### src/rtl/mmio_uart_ctrl_if.sv
// ---------------------------------------------------------------------------
// mmio_uart_ctrl_if
//   Bundles the signals between the core, the MMIO UART controller and the
//   UART receiver/transmitter pair.
//
//   Core data bus   : addr, wdata, wbe, re (to controller), rdata (from it)
//   Core retire tag : inst_retire (to controller)
//   UART RX side    : rx_data, rx_valid (to controller), rx_ready (from it)
//   UART TX side    : tx_ready (to controller), tx_data, tx_valid (from it)
//
//   master : the side that drives the core bus and the UART handshakes
//            into the controller (core + UART blocks, or a testbench)
//   slave  : the controller itself
// ---------------------------------------------------------------------------
interface mmio_uart_ctrl_if;
  logic [31:0] addr;
  logic [31:0] wdata;
  logic [3:0]  wbe;
  logic        re;
  logic [31:0] rdata;
  logic        inst_retire;
  logic [7:0]  rx_data;
  logic        rx_valid;
  logic        rx_ready;
  logic [7:0]  tx_data;
  logic        tx_valid;
  logic        tx_ready;

  modport master (
    output addr, wdata, wbe, re, inst_retire, rx_data, rx_valid, tx_ready,
    input  rdata, rx_ready, tx_data, tx_valid
  );

  modport slave (
    input  addr, wdata, wbe, re, inst_retire, rx_data, rx_valid, tx_ready,
    output rdata, rx_ready, tx_data, tx_valid
  );
endinterface

### src/rtl/mmio_uart_ctrl.sv
// ---------------------------------------------------------------------------
// mmio_uart_ctrl
//   Memory-mapped I/O controller that sits beside dmem on the EX-stage data
//   bus. It decodes a 64-byte window at BASE_ADDR and returns read data one
//   cycle after the load, just like the synchronous data RAM. Between the
//   core and the UART blocks it keeps an RX FIFO and a TX FIFO, sticky
//   error flags, FIFO occupancy readout and cycle / retired-instruction
//   counters.
//
//   Register map (word offsets from BASE_ADDR):
//     0x00 STATUS  R/W1C  [0] TX not full  [1] RX not empty
//                         [2] tx_overflow  [3] rx_underflow
//     0x04 RX_DATA R      head byte, read pops
//     0x08 TX_DATA W      push wdata[7:0]
//     0x0C COUNT   R      [15:0] RX occupancy, [31:16] TX occupancy
//     0x10 CYCLE   R
//     0x14 INSTRET R
//     0x18 CNT_CLR W      any write zeroes both counters
//
//   Ports:
//     clk  : single clock, all state on the rising edge
//     rst  : asynchronous, active-low reset
//     bus  : mmio_uart_ctrl_if.slave (core bus, retire pulse, UART handshakes)
//
//   Parameters:
//     BASE_ADDR : window base, only bits [31:6] are compared
//     RX_DEPTH  : RX FIFO entries, power of two, 2..1024
//     TX_DEPTH  : TX FIFO entries, power of two, 2..1024
//     CNT_WIDTH : counter width, 1..32, zero-extended on read
// ---------------------------------------------------------------------------
module mmio_uart_ctrl #(
  parameter logic [31:0] BASE_ADDR = 32'h8000_0000,
  parameter int          RX_DEPTH  = 8,
  parameter int          TX_DEPTH  = 8,
  parameter int          CNT_WIDTH = 32
) (
  input logic             clk,
  input logic             rst,
  mmio_uart_ctrl_if.slave bus
);

  localparam int RX_AW = $clog2(RX_DEPTH);
  localparam int TX_AW = $clog2(TX_DEPTH);

  // Occupancy counters carry one extra bit so a full FIFO (== DEPTH) is
  // distinguishable from an empty one.
  localparam logic [RX_AW:0] RX_FULL_CNT = (RX_AW + 1)'(RX_DEPTH);
  localparam logic [TX_AW:0] TX_FULL_CNT = (TX_AW + 1)'(TX_DEPTH);

  localparam logic [3:0] REG_STATUS  = 4'h0;
  localparam logic [3:0] REG_RX_DATA = 4'h1;
  localparam logic [3:0] REG_TX_DATA = 4'h2;
  localparam logic [3:0] REG_COUNT   = 4'h3;
  localparam logic [3:0] REG_CYCLE   = 4'h4;
  localparam logic [3:0] REG_INSTRET = 4'h5;
  localparam logic [3:0] REG_CNT_CLR = 4'h6;

  // -------------------------------------------------------------------------
  // State
  // -------------------------------------------------------------------------
  logic [7:0]           rx_mem [RX_DEPTH];
  logic [RX_AW-1:0]     rx_wptr;
  logic [RX_AW-1:0]     rx_rptr;
  logic [RX_AW:0]       rx_count;

  logic [7:0]           tx_mem [TX_DEPTH];
  logic [TX_AW-1:0]     tx_wptr;
  logic [TX_AW-1:0]     tx_rptr;
  logic [TX_AW:0]       tx_count;

  logic                 tx_overflow;
  logic                 rx_underflow;

  logic [CNT_WIDTH-1:0] cycle_cnt;
  logic [CNT_WIDTH-1:0] instret_cnt;

  logic [31:0]          rdata_q;

  // -------------------------------------------------------------------------
  // Address decode and access qualifiers
  // -------------------------------------------------------------------------
  logic       in_window;
  logic [3:0] reg_idx;
  logic       wr_access;
  logic       rd_access;
  logic       unused_bits;

  assign in_window = (bus.addr[31:6] == BASE_ADDR[31:6]);
  assign reg_idx   = bus.addr[5:2];
  assign wr_access = in_window & (|bus.wbe);
  assign rd_access = in_window & bus.re;

  // Byte-offset bits and the upper store data are never looked at.
  assign unused_bits = ^{bus.addr[1:0], bus.wdata[31:8]};

  // -------------------------------------------------------------------------
  // FIFO status and the push/pop decisions, all from pre-edge state
  // -------------------------------------------------------------------------
  logic rx_full, rx_empty, tx_full, tx_empty;
  logic rx_push, rx_pop_req, rx_pop, rx_underflow_set;
  logic tx_push_req, tx_push, tx_pop, tx_overflow_set;
  logic status_wr, clr_tx_overflow, clr_rx_underflow;
  logic cnt_clr;

  assign rx_full  = (rx_count == RX_FULL_CNT);
  assign rx_empty = (rx_count == '0);
  assign tx_full  = (tx_count == TX_FULL_CNT);
  assign tx_empty = (tx_count == '0);

  assign rx_push          = bus.rx_valid & ~rx_full;
  assign rx_pop_req       = rd_access & (reg_idx == REG_RX_DATA);
  assign rx_pop           = rx_pop_req & ~rx_empty;
  assign rx_underflow_set = rx_pop_req & rx_empty;

  // A write into a full TX FIFO is dropped even if the transmitter drains
  // an entry on the same edge: fullness is judged before the edge.
  assign tx_push_req     = wr_access & (reg_idx == REG_TX_DATA);
  assign tx_push         = tx_push_req & ~tx_full;
  assign tx_overflow_set = tx_push_req & tx_full;
  assign tx_pop          = ~tx_empty & bus.tx_ready;

  assign status_wr        = wr_access & (reg_idx == REG_STATUS) & bus.wbe[0];
  assign clr_tx_overflow  = status_wr & bus.wdata[2];
  assign clr_rx_underflow = status_wr & bus.wdata[3];

  assign cnt_clr = wr_access & (reg_idx == REG_CNT_CLR);

  // -------------------------------------------------------------------------
  // UART-side handshakes are combinational from the FIFO state
  // -------------------------------------------------------------------------
  assign bus.rx_ready = ~rx_full;
  assign bus.tx_valid = ~tx_empty;
  assign bus.tx_data  = tx_mem[tx_rptr];
  assign bus.rdata    = rdata_q;

  // -------------------------------------------------------------------------
  // Read mux; an empty RX FIFO reads as zero rather than stale storage
  // -------------------------------------------------------------------------
  logic [31:0] rd_mux;

  always_comb begin
    rd_mux = '0;
    if (in_window) begin
      case (reg_idx)
        REG_STATUS:  rd_mux = {28'b0, rx_underflow, tx_overflow, ~rx_empty, ~tx_full};
        REG_RX_DATA: rd_mux = rx_empty ? 32'h0 : {24'b0, rx_mem[rx_rptr]};
        REG_COUNT:   rd_mux = {16'(tx_count), 16'(rx_count)};
        REG_CYCLE:   rd_mux = 32'(cycle_cnt);
        REG_INSTRET: rd_mux = 32'(instret_cnt);
        default:     rd_mux = '0;
      endcase
    end
  end

  // -------------------------------------------------------------------------
  // Read data register: loads on any load cycle (zero outside the window),
  // otherwise holds so WB can treat it exactly like dmem output.
  // -------------------------------------------------------------------------
  always_ff @(posedge clk or negedge rst) begin
    if (!rst) begin
      rdata_q <= '0;
    end else if (bus.re) begin
      rdata_q <= rd_mux;
    end
  end

  // -------------------------------------------------------------------------
  // RX storage. Contents are never visible while empty, so no reset needed.
  // -------------------------------------------------------------------------
  always_ff @(posedge clk) begin
    if (rx_push) begin
      rx_mem[rx_wptr] <= bus.rx_data;
    end
  end

  // -------------------------------------------------------------------------
  // RX pointers and occupancy
  // -------------------------------------------------------------------------
  always_ff @(posedge clk or negedge rst) begin
    if (!rst) begin
      rx_wptr  <= '0;
      rx_rptr  <= '0;
      rx_count <= '0;
    end else begin
      if (rx_push) begin
        rx_wptr <= rx_wptr + RX_AW'(1);
      end
      if (rx_pop) begin
        rx_rptr <= rx_rptr + RX_AW'(1);
      end
      case ({rx_push, rx_pop})
        2'b10:   rx_count <= rx_count + (RX_AW + 1)'(1);
        2'b01:   rx_count <= rx_count - (RX_AW + 1)'(1);
        default: rx_count <= rx_count;
      endcase
    end
  end

  // -------------------------------------------------------------------------
  // TX storage, pointers and occupancy. Storage is reset because the head
  // entry drives tx_data directly and must read 0 out of reset.
  // -------------------------------------------------------------------------
  always_ff @(posedge clk or negedge rst) begin
    if (!rst) begin
      for (int i = 0; i < TX_DEPTH; i++) begin
        tx_mem[i] <= '0;
      end
      tx_wptr  <= '0;
      tx_rptr  <= '0;
      tx_count <= '0;
    end else begin
      if (tx_push) begin
        tx_mem[tx_wptr] <= bus.wdata[7:0];
        tx_wptr         <= tx_wptr + TX_AW'(1);
      end
      if (tx_pop) begin
        tx_rptr <= tx_rptr + TX_AW'(1);
      end
      case ({tx_push, tx_pop})
        2'b10:   tx_count <= tx_count + (TX_AW + 1)'(1);
        2'b01:   tx_count <= tx_count - (TX_AW + 1)'(1);
        default: tx_count <= tx_count;
      endcase
    end
  end

  // -------------------------------------------------------------------------
  // Sticky error flags; a set on the same edge as a W1C clear wins.
  // -------------------------------------------------------------------------
  always_ff @(posedge clk or negedge rst) begin
    if (!rst) begin
      tx_overflow  <= 1'b0;
      rx_underflow <= 1'b0;
    end else begin
      tx_overflow  <= tx_overflow_set  | (tx_overflow  & ~clr_tx_overflow);
      rx_underflow <= rx_underflow_set | (rx_underflow & ~clr_rx_underflow);
    end
  end

  // -------------------------------------------------------------------------
  // Free-running cycle and retired-instruction counters. They wrap
  // naturally at 2^CNT_WIDTH; a clear suppresses that edge's increment.
  // -------------------------------------------------------------------------
  always_ff @(posedge clk or negedge rst) begin
    if (!rst) begin
      cycle_cnt   <= '0;
      instret_cnt <= '0;
    end else if (cnt_clr) begin
      cycle_cnt   <= '0;
      instret_cnt <= '0;
    end else begin
      cycle_cnt   <= cycle_cnt + CNT_WIDTH'(1);
      instret_cnt <= instret_cnt + CNT_WIDTH'(bus.inst_retire);
    end
  end

endmodule

### src/flat_wrapper.sv
// flat-port wrapper written by rule: the top's interface ports become plain ports
module mmio_uart_ctrl_flat 
#(
  parameter logic [31:0] BASE_ADDR = 32'h8000_0000,
  parameter int          RX_DEPTH  = 8,
  parameter int          TX_DEPTH  = 8,
  parameter int          CNT_WIDTH = 32
)
  (clk, rst, bus_addr, bus_wdata, bus_wbe, bus_re, bus_inst_retire, bus_rx_data, bus_rx_valid, bus_tx_ready, bus_rdata, bus_rx_ready, bus_tx_data, bus_tx_valid);
  mmio_uart_ctrl_if bus_i ();
  input logic clk;
  input logic rst;
  input wire logic [$bits(bus_i.addr)-1:0] bus_addr;
  input wire logic [$bits(bus_i.wdata)-1:0] bus_wdata;
  input wire logic [$bits(bus_i.wbe)-1:0] bus_wbe;
  input wire logic [$bits(bus_i.re)-1:0] bus_re;
  input wire logic [$bits(bus_i.inst_retire)-1:0] bus_inst_retire;
  input wire logic [$bits(bus_i.rx_data)-1:0] bus_rx_data;
  input wire logic [$bits(bus_i.rx_valid)-1:0] bus_rx_valid;
  input wire logic [$bits(bus_i.tx_ready)-1:0] bus_tx_ready;
  output wire logic [$bits(bus_i.rdata)-1:0] bus_rdata;
  output wire logic [$bits(bus_i.rx_ready)-1:0] bus_rx_ready;
  output wire logic [$bits(bus_i.tx_data)-1:0] bus_tx_data;
  output wire logic [$bits(bus_i.tx_valid)-1:0] bus_tx_valid;
  assign bus_i.addr = bus_addr;
  assign bus_i.wdata = bus_wdata;
  assign bus_i.wbe = bus_wbe;
  assign bus_i.re = bus_re;
  assign bus_i.inst_retire = bus_inst_retire;
  assign bus_i.rx_data = bus_rx_data;
  assign bus_i.rx_valid = bus_rx_valid;
  assign bus_i.tx_ready = bus_tx_ready;
  assign bus_rdata = bus_i.rdata;
  assign bus_rx_ready = bus_i.rx_ready;
  assign bus_tx_data = bus_i.tx_data;
  assign bus_tx_valid = bus_i.tx_valid;
  mmio_uart_ctrl #(.BASE_ADDR(BASE_ADDR), .RX_DEPTH(RX_DEPTH), .TX_DEPTH(TX_DEPTH), .CNT_WIDTH(CNT_WIDTH)) u_core (.clk(clk), .rst(rst), .bus(bus_i));
endmodule
### config.mk
export PLATFORM = sky130hd
export DESIGN_NAME = mmio_uart_ctrl_flat
export DESIGN_NICKNAME = d
export VERILOG_FILES = /design/src/rtl/mmio_uart_ctrl_if.sv /design/src/rtl/mmio_uart_ctrl.sv /design/src/flat_wrapper.sv
export SDC_FILE = /design/constraint.sdc
export NUM_CORES = 1
export LEC_CHECK = 0
export ABC_CLOCK_PERIOD_IN_PS = 5900
export CELL_PAD_IN_SITES_DETAIL_PLACEMENT = 1
export CELL_PAD_IN_SITES_GLOBAL_PLACEMENT = 1
export CORE_AREA = 2 2 177 179
export CTS_BUF_LIST = sky130_fd_sc_hd__clkbuf_4 sky130_fd_sc_hd__clkbuf_8
export DETAILED_ROUTE_END_ITERATION = 12
export DIE_AREA = 0 0 179 181
export GPL_ROUTABILITY_DRIVEN = 0
export GPL_TIMING_DRIVEN = 0
export HOLD_SLACK_MARGIN = 0.02
export PLACE_DENSITY = 0.7
export SYNTH_ARGS = -nofsm -noshare
export SYNTH_HDL_FRONTEND = slang
export SYNTH_SLANG_ARGS = --single-unit
### constraint.sdc
create_clock -name clk -period 5.9 [get_ports clk]
set_input_delay 0.59 -clock clk [delete_from_list [all_inputs] [get_ports clk]]
set_output_delay 0.59 -clock clk [all_outputs]
set_load 0.02 [all_outputs]
-- Word level (Yosys, flattened, before mapping)
Memories as Yosys holds them, arrays and structs flattened.
Cells that the tools add are included.
- logic and storage cells: 95
- input bits: 82
- memories: 1
- bits in writable memories: 64
- flip-flop bits (word level): 182
- output and inout bits: 42
- memory list (name ; depth ; width ; rd ports ; clocked after Yosys merged registers in ; wr ports ; RTL line ; source):
    u_core.rx_mem ; 8 ; 8 ; 1 ; 0 ; 1 ; mmio_uart_ctrl.sv:61 ; logic [7:0] rx_mem [RX_DEPTH];
- muxes and demuxes: 15
- reductions and logical operators: 7
- $add $sub $neg: 10
- bitwise gates (word level): 27
- order comparisons: 3
- eq/ne operators: 13
- operators by type and width (kind ; number):
    $pmux 32 s5 ; 1
    $mux 32 ; 3
    $bwmux 64 ; 1
    $add 32x1->32 ; 1
    $add 32x1->32 const B ; 1
    $mux 8 ; 4
    $eq 26x26->1 const B ; 1
    $bmux 8 s3 ; 1
    $demux 8 s3 ; 1
    $and 1x1->1 ; 17
    $pmux 4 s2 ; 2
    $add 3x1->3 const B ; 4
    $eq 4x3->1 const B ; 3
    $logic_not 4->1 ; 3
    $add 4x1->4 const B ; 2
    $eq 4x2->1 const B ; 2
    $eq 4x4->1 const B ; 2
    $ge 4x4->1 const B ; 2
    $not 3->4 ; 2
    $sub 4x1->4 const B ; 2
    $not 1->1 ; 6
    $eq 2x1->1 const B ; 2
    $eq 2x2->1 const B ; 2
    $eq 4x1->1 const B ; 1
    other kinds (6) ; 9

-- Longest topological paths before layout
Gate-level depths: netlist (run 1).
- depth after elaboration: 8
- depth in mapped cells: 13
- mapped depth without buffers: 12

-- Worst setup path before layout (run 1)
Ideal clock, no wire load.
- path kind: input-to-reg
- start: input port bus_addr[23]
- end: register u_core.tx_count[2]
- required time: 5.770 ns
- buffers on the path: 0
- stages on the path: 11
- arrival time: 2.752 ns
- slack: 3.018 ns
- path through: nor4_1 -> nand4_1 -> nor4_4 -> inv_2 -> ha_1 -> xor2_1 -> ha_1 -> a21oi_1 -> xor2_1 -> nor2_1 -> xor2_1
- longest elaborated chain between the ends: 6
- ends and longest elaborated chain (element ; RTL line ; source):
    start: declaration ; flat_wrapper.sv:13 ; input wire logic [$bits(bus_i.addr)-1:0] bus_addr;
    $eq 26x26->1 * ; mmio_uart_ctrl.sv:88 ; assign in_window = (bus.addr[31:6] == BASE_ADDR[31:6]);
    $and 1x1->1 * ; mmio_uart_ctrl.sv:90 ; assign wr_access = in_window & (|bus.wbe);
    $and 1x1->1 * ; mmio_uart_ctrl.sv:117 ; assign tx_push_req = wr_access & (reg_idx == REG_TX_DATA);
    $and 1x1->1 * ; mmio_uart_ctrl.sv:118 ; assign tx_push = tx_push_req & ~tx_full;
    $eq 2x1->1 / $eq 2x2->1 (equally long branches) ; mmio_uart_ctrl.sv:219 ; case ({tx_push, tx_pop})
    $pmux 4 s2 / $reduce_bool 2->1 (equally long branches) ; - ;
    end signal: assignment ; mmio_uart_ctrl.sv:220 ; 2'b10: tx_count <= tx_count + (TX_AW + 1)'(1);
    end signal: assignment ; mmio_uart_ctrl.sv:221 ; 2'b01: tx_count <= tx_count - (TX_AW + 1)'(1);
    end signal: assignment ; mmio_uart_ctrl.sv:222 ; default: tx_count <= tx_count;
    end: declaration ; mmio_uart_ctrl.sv:69 ; logic [TX_AW:0] tx_count;
Mark *: on every way between the ends. The rest lies on a longest branch, timed or not.
A chain may end at the register's enable or synchronous reset.

-- Worst setup path in the final report (run 1)
- start: register u_core.tx_rptr[0]
- end: output port bus_tx_data[3]
- longest elaborated chain between the ends: 4
- ends and longest elaborated chain (element ; RTL line ; source):
    start: declaration ; mmio_uart_ctrl.sv:68 ; logic [TX_AW-1:0] tx_rptr;
    start signal: assignment ; mmio_uart_ctrl.sv:217 ; tx_rptr <= tx_rptr + TX_AW'(1);
    $not 3->4 (not written as such) ; mmio_uart_ctrl.sv:133 ; assign bus.tx_data = tx_mem[tx_rptr];
    $bmux 8 s3 ; mmio_uart_ctrl.sv:133 ;
    $mux 8 (not written as such) (2 in a row) ; mmio_uart_ctrl.sv:133 ;
    end: declaration ; flat_wrapper.sv:23 ; output wire logic [$bits(bus_i.tx_data)-1:0] bus_tx_data;
Every way passes these cells. The select of a mux whose other input is x is not followed.

==> flow_summary.yaml, run 1 <==
clock_tree:
  cts_buffer_depth: 3
  cts.clk_slew.worst_paths_ps: 50
  cts_sinks: 246
  cts_resized: 0
  cts-root-buf: "clkbuf_8"
  htree_levels: 2
  cts_tree: "done"
  cts_made_buffers: 45
  clk_latency_ps: 560
finish:
  final_common_cell: "dfrtp_1"
  fin_nets: 1135
  fin_cells: 1472
  drive_gt1_share_pct: 19.98
  areaGrowthSynthToFinish_pct: 22.78
  ff_latch_area_sq_um: 6476
  n_fill_cell: 3186
  final_cell_mix: "dfrtp_1, nor2_1, clkdlybuf4s50_1"
  multi_input_area_sq_um: 4643
  antenna_cells: 0
  utilization_pct: 46.15
power_and_ir_drop:
  clkPwrFrac_pct: 45.9
  max-vdd-ir-drop_mv: 0.1724
  p_sw_uw: 1014
  swShare_pct: 24.08
  comb_power_share_pct: 7.9
  p_per_area_nw_per_um2: 300.6
  sequentialPowerShare_pct: 46.2
  power_leakage_uw: 0.005721
  internal-power_uw: 3196
yosys:
  ys_ff_latch: 246
  async_flop_share_pct: 73.98
  synth_edf_count: 64
  yosys_warnings: 0
  syn_nets: 991
  syn_avg_cell_area_sq_um: 12.73
  syn-instance-count: 896
  yosysSeqAreaShare_pct: 56.78
  synthFlopType: "dfrtp_1"
  syn-cell-area_sq_um: 11410
  synth_cell_types: 47
worst_hold_path:
  hp-start: "u_core.tx_mem[3]"
  hp-class: "reg2reg"
  hold_depth: 1
  whs_endpoint: "u_core.tx_mem[3]"
sta:
  relSlewSlack_pct: 15.92
  finalSetupViolCount: 0
  layout_setup_ws_ps: 1581
  skew_ps: 24.82
  report.final.slew_viol_count: 0
  hold_ws_ps: 500.4
  period_minus_slack_ps: 4319
  tightest_slew_ps: 1252
  hold_viol: 0
  finalCritPeriodShare_pct: 73.20
  rsz0062_at_grt: "no"
  max_freq_ghz: 0.2316
  tns_ps: 0
critical_path:
  end_kind: "primary output"
  cp.required_ps: 5310
  startpoint_type: "register"
  rr_worst_depth: 13
  reg2reg_slack_ps: 2760
  worst-path-buf-inv: 3
  r2r_end: "u_core.rx_count[2]"
  max_stage_delay_ps: 800
  cp_max_fo: 10
  crit_slowest_cell: "buf_1"
  path_delay_family: "buffers and inverters"
  cp_data_arrival_time_ps: 3730
  path_cells: "clkbuf_1 > buf_1 > mux4_2 > mux2_2 > clkdlybuf4s50_1"
  rr_startpoint: "u_core.rx_count[1]"
  critical_path_class: "reg2out"
detailed_routing:
  drt-pass1-iter-count: 4
  num_vias: 7601
  drt-initial-drc-count: 400
  finalWirelength_mm: 27.99
  drc: 0
  postRouteAntennaNets: 0
  viasPerCell: 5.164
  avgRoutedWirePerCell_microns: 19.02
grt:
  grt_overflow: 0
  grt_max_degree: 117
  grt_pass1_wl_mm: 45.82
  grt_use_met3_pct: 3.157
  grtUsageMet1_pct: 24.72
  grt_util_all_layers_pct: 17.99
  grt_util_met2_pct: 29.66
  antenna_found_initial: 0
  grt_pass1_vias: 8258
  top_usage_layer: "met2"
placed_design:
  dp_hpwl_mm: 19.23
  dp_cells: 1388
  pre_cts_ws_ps: 2099
  port_buffers: 93
flow_run:
  cap_violations: 0
run_status:
  status: "finished, final reports clean"
floorplan:
  ios: 124
  core.rowCount: 64
  start_util_pct: 37.58
  die_h_microns: 181
  placeableCoreArea_sq_um: 30350
  die_width_microns: 179
  die_area_sq_um: 32400
[synth_stat cells (5+ instances only)]
master    number  area, sq um
buf_1         10        37.54
ha_1          13        162.7
edfxtp_1      64         1922
clkbuf_1      34        127.6
xor2_1        50        437.9
o22ai_1       31        193.9
nand2_1       39        146.4
inv_1         36        135.1
mux2i_1       27        270.3
o21ai_0        5        25.02
nor3_1        10        50.05
xnor2_1       24        210.2
mux4_2        32        720.7
nor4_1         8        50.05
nor2_1        92        345.3
mux2_2        86        968.4
a22oi_1        6        45.04
nand2b_1       7        43.79
nand4_1       26        162.7
and4_1         7        61.31
and3_1         6        37.54
nand3_1       39        195.2
dfrtp_1      182         4554
a21oi_1       16        80.08
[power by group through the flow]
stage	Clock, uW	Sequential, uW	Combinational [uW]
floorplan	0	1950	200
global placement	0	1970	326
detailed placement	0	1980	341
CTS	1980	1950	342
global route	2070	1960	379
finish	1930	1950	332
[how the worst max path moves through the flow]
stage	start	cells past startpoint	slack, ps	end
4_1_cts	u_core.tx_rptr[0]	5	1460	bus_tx_data[3]
6_report	u_core.tx_rptr[0]	5	1580	bus_tx_data[3]
3_5_place_dp	bus_addr[23]	13	2100	u_core.rx_count[2]
5_1_grt	u_core.tx_rptr[0]	5	1320	bus_tx_data[3]
3_3_place_gp	rst	1	-3700	u_core.bus.rdata[24]
2_1_floorplan	bus_addr[23]	11	3020	u_core.tx_count[2]
[per-stage QoR]
stage                     cell area [sq um]  power (uW)
after floorplan                       11410        2148
after global placement                12830        2299
after detailed placement              12900        2318
after CTS                             14000        4271
after global routing                  14000        4405
final                                 14000        4210
[logic make-up (layout without fill, tap and decap cells)]
logic type / after synthesis / after routing / synth area share (%)
simple gates: 268 / 268 / 12.46
xor+xnor: 74 / 74 / 5.682
flops: 246 / 246 / 56.78
compound gates: 68 / 68 / 3.708
fa+ha+maj: 13 / 13 / 1.426
mux: 146 / 146 / 17.28
buf+inv: 81 / 261 / 2.666
[flip-flops by register name, summed over array words and instances, names as in the netlist]
name                 flops
u_core.rx_rptr           3
u_core.rx_mem           64
u_core.rx_count          4
u_core.tx_overflow       1
u_core.tx_mem           64
u_core.bus.rdata        32
u_core.tx_count          4
u_core.rx_wptr           3
u_core.rx_underflow      1
u_core.tx_rptr           3
u_core.cycle_cnt        32
u_core.instret_cnt      32
u_core.tx_wptr           3
[metal layers]
| layer | up-vias | part of all wire (%) |
|---|---|---|
| met5 | - | 0 |
| met4 | 0 | 1.6 |
| met3 | 34 | 4.1 |
| met2 | 123 | 49 |
| met1 | 3892 | 45 |
| li1 | 3552 | - |
[cell type report]
type,count,area share [%]
multi-input combinational,569,33.15
tap,396,3.538
clock inverter,19,1.814
clock buffer,64,6.022
timing repair buffer,97,7.058
inverter,37,0.9917
buffer,44,1.179
sequential,246,46.24
[what timing repair did]
action,in CTS,in global routing
setup buffers,0,0
hold buffers,1,0
endpoints found under the hold margin,66,0
No activity file was read; power rests on OpenSTA's default activity.
==> run 2, diff against run 1 <==
--- a/config.mk
+++ b/config.mk
@@ -5,7 +5,7 @@
 export SDC_FILE = /design/constraint.sdc
 export NUM_CORES = 1
 export LEC_CHECK = 0
-export ABC_CLOCK_PERIOD_IN_PS = 5900
+export ABC_CLOCK_PERIOD_IN_PS = 4400
 export CELL_PAD_IN_SITES_DETAIL_PLACEMENT = 1
 export CELL_PAD_IN_SITES_GLOBAL_PLACEMENT = 1
 export CORE_AREA = 2 2 177 179
==> constraint.sdc (replaced) <==
create_clock -name clk -period 4.4 [get_ports clk]
set_input_delay 0.44 -clock clk [delete_from_list [all_inputs] [get_ports clk]]
set_output_delay 0.44 -clock clk [all_outputs]
set_load 0.02 [all_outputs]
==> flow_summary.yaml, run 2 (synthesized netlist as in run 1, its figures left out) <==
grt:
  grtUsageMet1_pct: 24.72
  grt_pass1_vias: 8258
  grt_util_met2_pct: 29.66
  grt_overflow: 0
  top_usage_layer: "met2"
  grt_use_met3_pct: 3.157
  grt_util_all_layers_pct: 17.99
  grt_max_degree: 117
  antenna_found_initial: 0
  grt_pass1_wl_mm: 45.82
detailed_routing:
  avgRoutedWirePerCell_microns: 19.01
  num_vias: 7601
  drc: 0
  viasPerCell: 5.164
  postRouteAntennaNets: 0
  drt-initial-drc-count: 399
  drt-pass1-iter-count: 4
  finalWirelength_mm: 27.99
sta:
  rsz0062_at_grt: "no"
  tns_ps: 0
  skew_ps: 24.79
  hold_ws_ps: 401.5
  finalSetupViolCount: 0
  hold_viol: 0
  max_freq_ghz: 0.2607
  tightest_slew_ps: 1252
  finalCritPeriodShare_pct: 87.17
  report.final.slew_viol_count: 0
  relSlewSlack_pct: 15.92
  period_minus_slack_ps: 3836
critical_path:
  end_kind: "primary output"
  cp.required_ps: 3960
  critical_path_class: "reg2out"
  startpoint_type: "register"
  cp_max_fo: 10
  crit_slowest_cell: "clkbuf_1"
  path_cells: "clkbuf_1 > clkbuf_2 > mux4_2 > mux2_2 > clkdlybuf4s50_1"
  max_stage_delay_ps: 570
  cp_data_arrival_time_ps: 3400
placed_design:
  placed_cell_area_sq_um: 12900
  port_buffers: 93
  dp_hpwl_mm: 19.23
floorplan:
  die_area_sq_um: 32400
  die_width_microns: 179
  core.rowCount: 64
  ios: 124
  die_h_microns: 181
  start_util_pct: 37.58
  placeableCoreArea_sq_um: 30350
power_and_ir_drop:
  p_per_area_nw_per_um2: 403.1
  power_leakage_uw: 0.005724
  max-vdd-ir-drop_mv: 0.2311
flow_run:
  cap_violations: 0
worst_hold_path:
  hp-class: "in2reg"
clock_tree:
  cts_sinks: 246
  cts.clk_slew.worst_paths_ps: 60
  htree_levels: 2
  cts_tree: "done"
  clk_latency_ps: 560
  cts_made_buffers: 45
  cts_buffer_depth: 3
  cts-root-buf: "clkbuf_8"
  cts_setup_buffers: 0
finish:
  fin_nets: 1135
  final_common_cell: "dfrtp_1"
  antenna_cells: 0
  final_cell_mix: "dfrtp_1, nor2_1, clkdlybuf4s50_1"
  utilization_pct: 46.15
  top_regs: "u_core.rx_mem (64), u_core.tx_mem (64)"
  drive_gt1_share_pct: 20.07
  n_fill_cell: 3185
  stdcell_area_sq_um: 14010
  areaGrowthSynthToFinish_pct: 22.79
run_status:
  status: "finished, final reports clean"
run 2: cell count changes in the layout (fill, tap and decap cells not counted):
cell      change
clkbuf_2      +1
buf_1         -1
run 2: stage by stage:
step           total power (uW)  worst slack (ps)  std cells
3_3_place_gp               3083             -5049       1385
2_1_floorplan              2880              1668        896
5_1_grt                    5906             331.9       1472
3_5_place_dp               3108             748.8       1388
4_1_cts                    5728             112.9       1472
6_report                   5645             564.5       1472
run 2: power by group:
part	switching (uW)	internal (uW)	total [uW]	leakage, uW
clock network	994	1600	2590	0.000562
registers	110	2500	2610	0.00308
logic	255	190	445	0.00208
total	1360	4290	5650	0.00572
run 2: final timing paths:
path	endpoint	depth (start not counted)	start	slack, ps
min in group asynchronous	u_core.tx_mem[1]	2	rst	430
min	u_core.rx_rptr[2]	3	bus_re	400
max reg2reg	u_core.rx_count[2]	13	u_core.rx_count[1]	1260
max	bus_tx_data[3]	5	u_core.tx_rptr[0]	560
max in group asynchronous	u_core.instret_cnt[18]	3	rst	2970
min reg2reg	u_core.tx_mem[3]	1	u_core.tx_mem[3]	500
run 2: repair_timing:
action	CTS	global route
endpoints found under the setup margin	0	5
resized for setup	0	2
hold buffers	1	0
hold endpoints to repair	66	0
run 2: worst max-delay path: cells and delay by family (launching register included):
kind	cells	cell delay [ps]
buf+inv	3	1640
flops	1	340
mux	2	850
run 2: layer usage:
| layer | part of all wire [%] | routed length, microns | up-vias |
|---|---|---|---|
| li1 | - | - | 3552 |
| met2 | 49 | 13730 | 125 |
| met1 | 45 | 12660 | 3890 |
| met4 | 1.6 | 435 | 0 |
| met5 | 0 | 0 | - |
| met3 | 4.2 | 1163 | 34 |
run 2: area by class of cell:
type | instances | area, sq um | area share [%]
sequential | 246 | 6476 | 46.24
multi-input combinational | 569 | 4643 | 33.15
timing repair buffer | 97 | 988.4 | 7.057
clock buffer | 64 | 843.3 | 6.021
tap | 396 | 495.5 | 3.538
clock inverter | 19 | 254.0 | 1.813
buffer | 44 | 166.4 | 1.188
inverter | 37 | 138.9 | 0.9916
==> run 3, diff against run 2 <==
--- a/config.mk
+++ b/config.mk
@@ -8,14 +8,14 @@
 export ABC_CLOCK_PERIOD_IN_PS = 4400
 export CELL_PAD_IN_SITES_DETAIL_PLACEMENT = 1
 export CELL_PAD_IN_SITES_GLOBAL_PLACEMENT = 1
-export CORE_AREA = 2 2 177 179
+export CORE_AREA = 2 2 158 160
 export CTS_BUF_LIST = sky130_fd_sc_hd__clkbuf_4 sky130_fd_sc_hd__clkbuf_8
 export DETAILED_ROUTE_END_ITERATION = 12
-export DIE_AREA = 0 0 179 181
+export DIE_AREA = 0 0 160 162
 export GPL_ROUTABILITY_DRIVEN = 0
-export GPL_TIMING_DRIVEN = 0
 export HOLD_SLACK_MARGIN = 0.02
-export PLACE_DENSITY = 0.7
+export PLACE_DENSITY = 0.84
 export SYNTH_ARGS = -nofsm -noshare
 export SYNTH_HDL_FRONTEND = slang
 export SYNTH_SLANG_ARGS = --single-unit
+export TNS_END_PERCENT = 30
==> flow_summary.yaml, run 3 (synthesized netlist as in run 1, its figures left out) <==
floorplan:
  ios: 124
  core.rowCount: 57
  start_util_pct: 47.32
  die_area_sq_um: 25920
  die_width_microns: 160
  placeableCoreArea_sq_um: 24110
  die_h_microns: 162
detailed_routing:
  num_vias: 7815
  finalWirelength_mm: 30.15
  drt-pass1-iter-count: 4
  viasPerCell: 5.721
  drc: 0
  drt-initial-drc-count: 533
  postRouteAntennaNets: 0
  avgRoutedWirePerCell_microns: 22.07
sta:
  finalCritPeriodShare_pct: 79.82
  relSlewSlack_pct: 25.27
  rsz0062_at_grt: "no"
  hold_viol: 0
  finalSetupViolCount: 0
  tns_ps: 0
  period_minus_slack_ps: 3512
  report.final.slew_viol_count: 0
  skew_ps: 33.75
  tightest_slew_ps: 1105
  max_freq_ghz: 0.2847
finish:
  stdcell_area_sq_um: 13640
  areaGrowthSynthToFinish_pct: 19.58
  final_cell_mix: "dfrtp_1, clkdlybuf4s50_1, nor2_1"
  final_common_cell: "dfrtp_1"
  fin_cells: 1366
  n_fill_cell: 2478
  multi_input_area_sq_um: 4631
  fin_nets: 1104
  antenna_cells: 0
  top_regs: "u_core.rx_mem (64), u_core.tx_mem (64)"
  drive_gt1_share_pct: 21.21
  ff_latch_area_sq_um: 6476
clock_tree:
  cts_sinks: 246
  htree_levels: 2
  clk_latency_ps: 560
  cts_made_buffers: 42
  cts_resized: 0
  cts_buffer_depth: 3
  cts_tree: "done"
  cts_hold_buf: 0
  cts.clk_slew.worst_paths_ps: 70
  cts_setup_buffers: 0
  cts-root-buf: "clkbuf_8"
power_and_ir_drop:
  comb_power_share_pct: 8.6
  swShare_pct: 25.53
  p_per_area_nw_per_um2: 385.6
  power_leakage_uw: 0.005659
  clkPwrFrac_pct: 41.3
  sequentialPowerShare_pct: 50.1
  internal-power_uw: 3917
  p_sw_uw: 1343
  max-vdd-ir-drop_mv: 0.3109
critical_path:
  rr_worst_depth: 10
  startpoint_type: "register"
  r2r_end: "u_core.tx_count[2]"
  reg2reg_slack_ps: 890
  rr_startpoint: "u_core.tx_count[1]"
  cp_max_fo: 8
  critical_path_class: "reg2reg"
  cp.required_ps: 4810
  end_kind: "register"
  cp_data_arrival_time_ps: 3920
placed_design:
  dp_cells: 1289
  port_buffers: 97
  placed_cell_area_sq_um: 12750
  dp_hpwl_mm: 19.16
grt:
  grt_pass1_vias: 8699
  grt_pass1_wl_mm: 48.73
  grt_max_degree: 183
  antenna_found_initial: 0
  grt_util_all_layers_pct: 23.98
  grt_overflow: 0
flow_run:
  cap_violations: 0
run_status:
  status: "finished, final reports clean"
worst_hold_path:
  hp-class: "in2async"
[run 3: worst max-delay path by stage]
stage | startpoint | endpoint | slack [ps] | depth (start not counted)
4_1_cts | u_core.tx_count[1] | u_core.tx_count[2] | 910 | 10
2_1_floorplan | bus_addr[23] | u_core.tx_count[2] | 1670 | 11
3_3_place_gp | bus_addr[16] | u_core.tx_count[2] | 820 | 12
3_5_place_dp | bus_addr[16] | u_core.tx_count[2] | 640 | 12
5_1_grt | u_core.tx_count[1] | u_core.tx_count[2] | 690 | 10
6_report | u_core.tx_count[1] | u_core.tx_count[2] | 890 | 10
[run 3: layout make-up]
cell class,instances,share of cell area (%)
Timing Repair Buffer,113,8.063
Sequential cell,246,47.48
Tap cell,324,2.972
Clock inverter,12,0.6421
Inverter,37,1.018
Clock buffer,65,5.871
Multi-Input combinational cell,569,33.95
[run 3: worst max-delay path, stage by stage, from the launching register on]
cell and delay, ps:
dfrtp_1 490, nor4b_1 990, nor4_4 180, inv_2 300
ha_1 400, xor2_1 150, ha_1 220, a21oi_1 210
xor2_1 210, nor2_1 70, xor2_1 150
[run 3: per-stage QoR]
stage,worst slack (ps),hold slack (ps),total power (uW),util [%]
after floorplan,1668,144.4,2880,-
after global placement,823.3,470.1,3078,52.90
after detailed placement,637.7,491.9,3122,52.90
after CTS,912.9,129.1,5318,56.58
after global routing,688.5,140.1,5481,56.58
final,888.0,10.62,5260,56.58
[run 3: layer usage]
layer | up-vias | GRT usage, % | wire (microns) | part of all wire, %
met5 | - | 0 | 0 | 0
met1 | 4052 | 28.75 | 11800 | 39
met3 | 61 | 4.239 | 1434 | 4.8
met2 | 215 | 43.70 | 16090 | 53
met4 | 0 | 8.395 | 822 | 2.7
li1 | 3487 | - | - | -
[run 3: power groups by stage]
stage | sequential [uW] | combinational, uW | clock (uW)
3_3_place_gp | 2650 | 426 | 0
4_1_cts | 2630 | 461 | 2220
5_1_grt | 2660 | 505 | 2320
2_1_floorplan | 2610 | 268 | 0
3_5_place_dp | 2670 | 450 | 0
6_report | 2630 | 452 | 2170
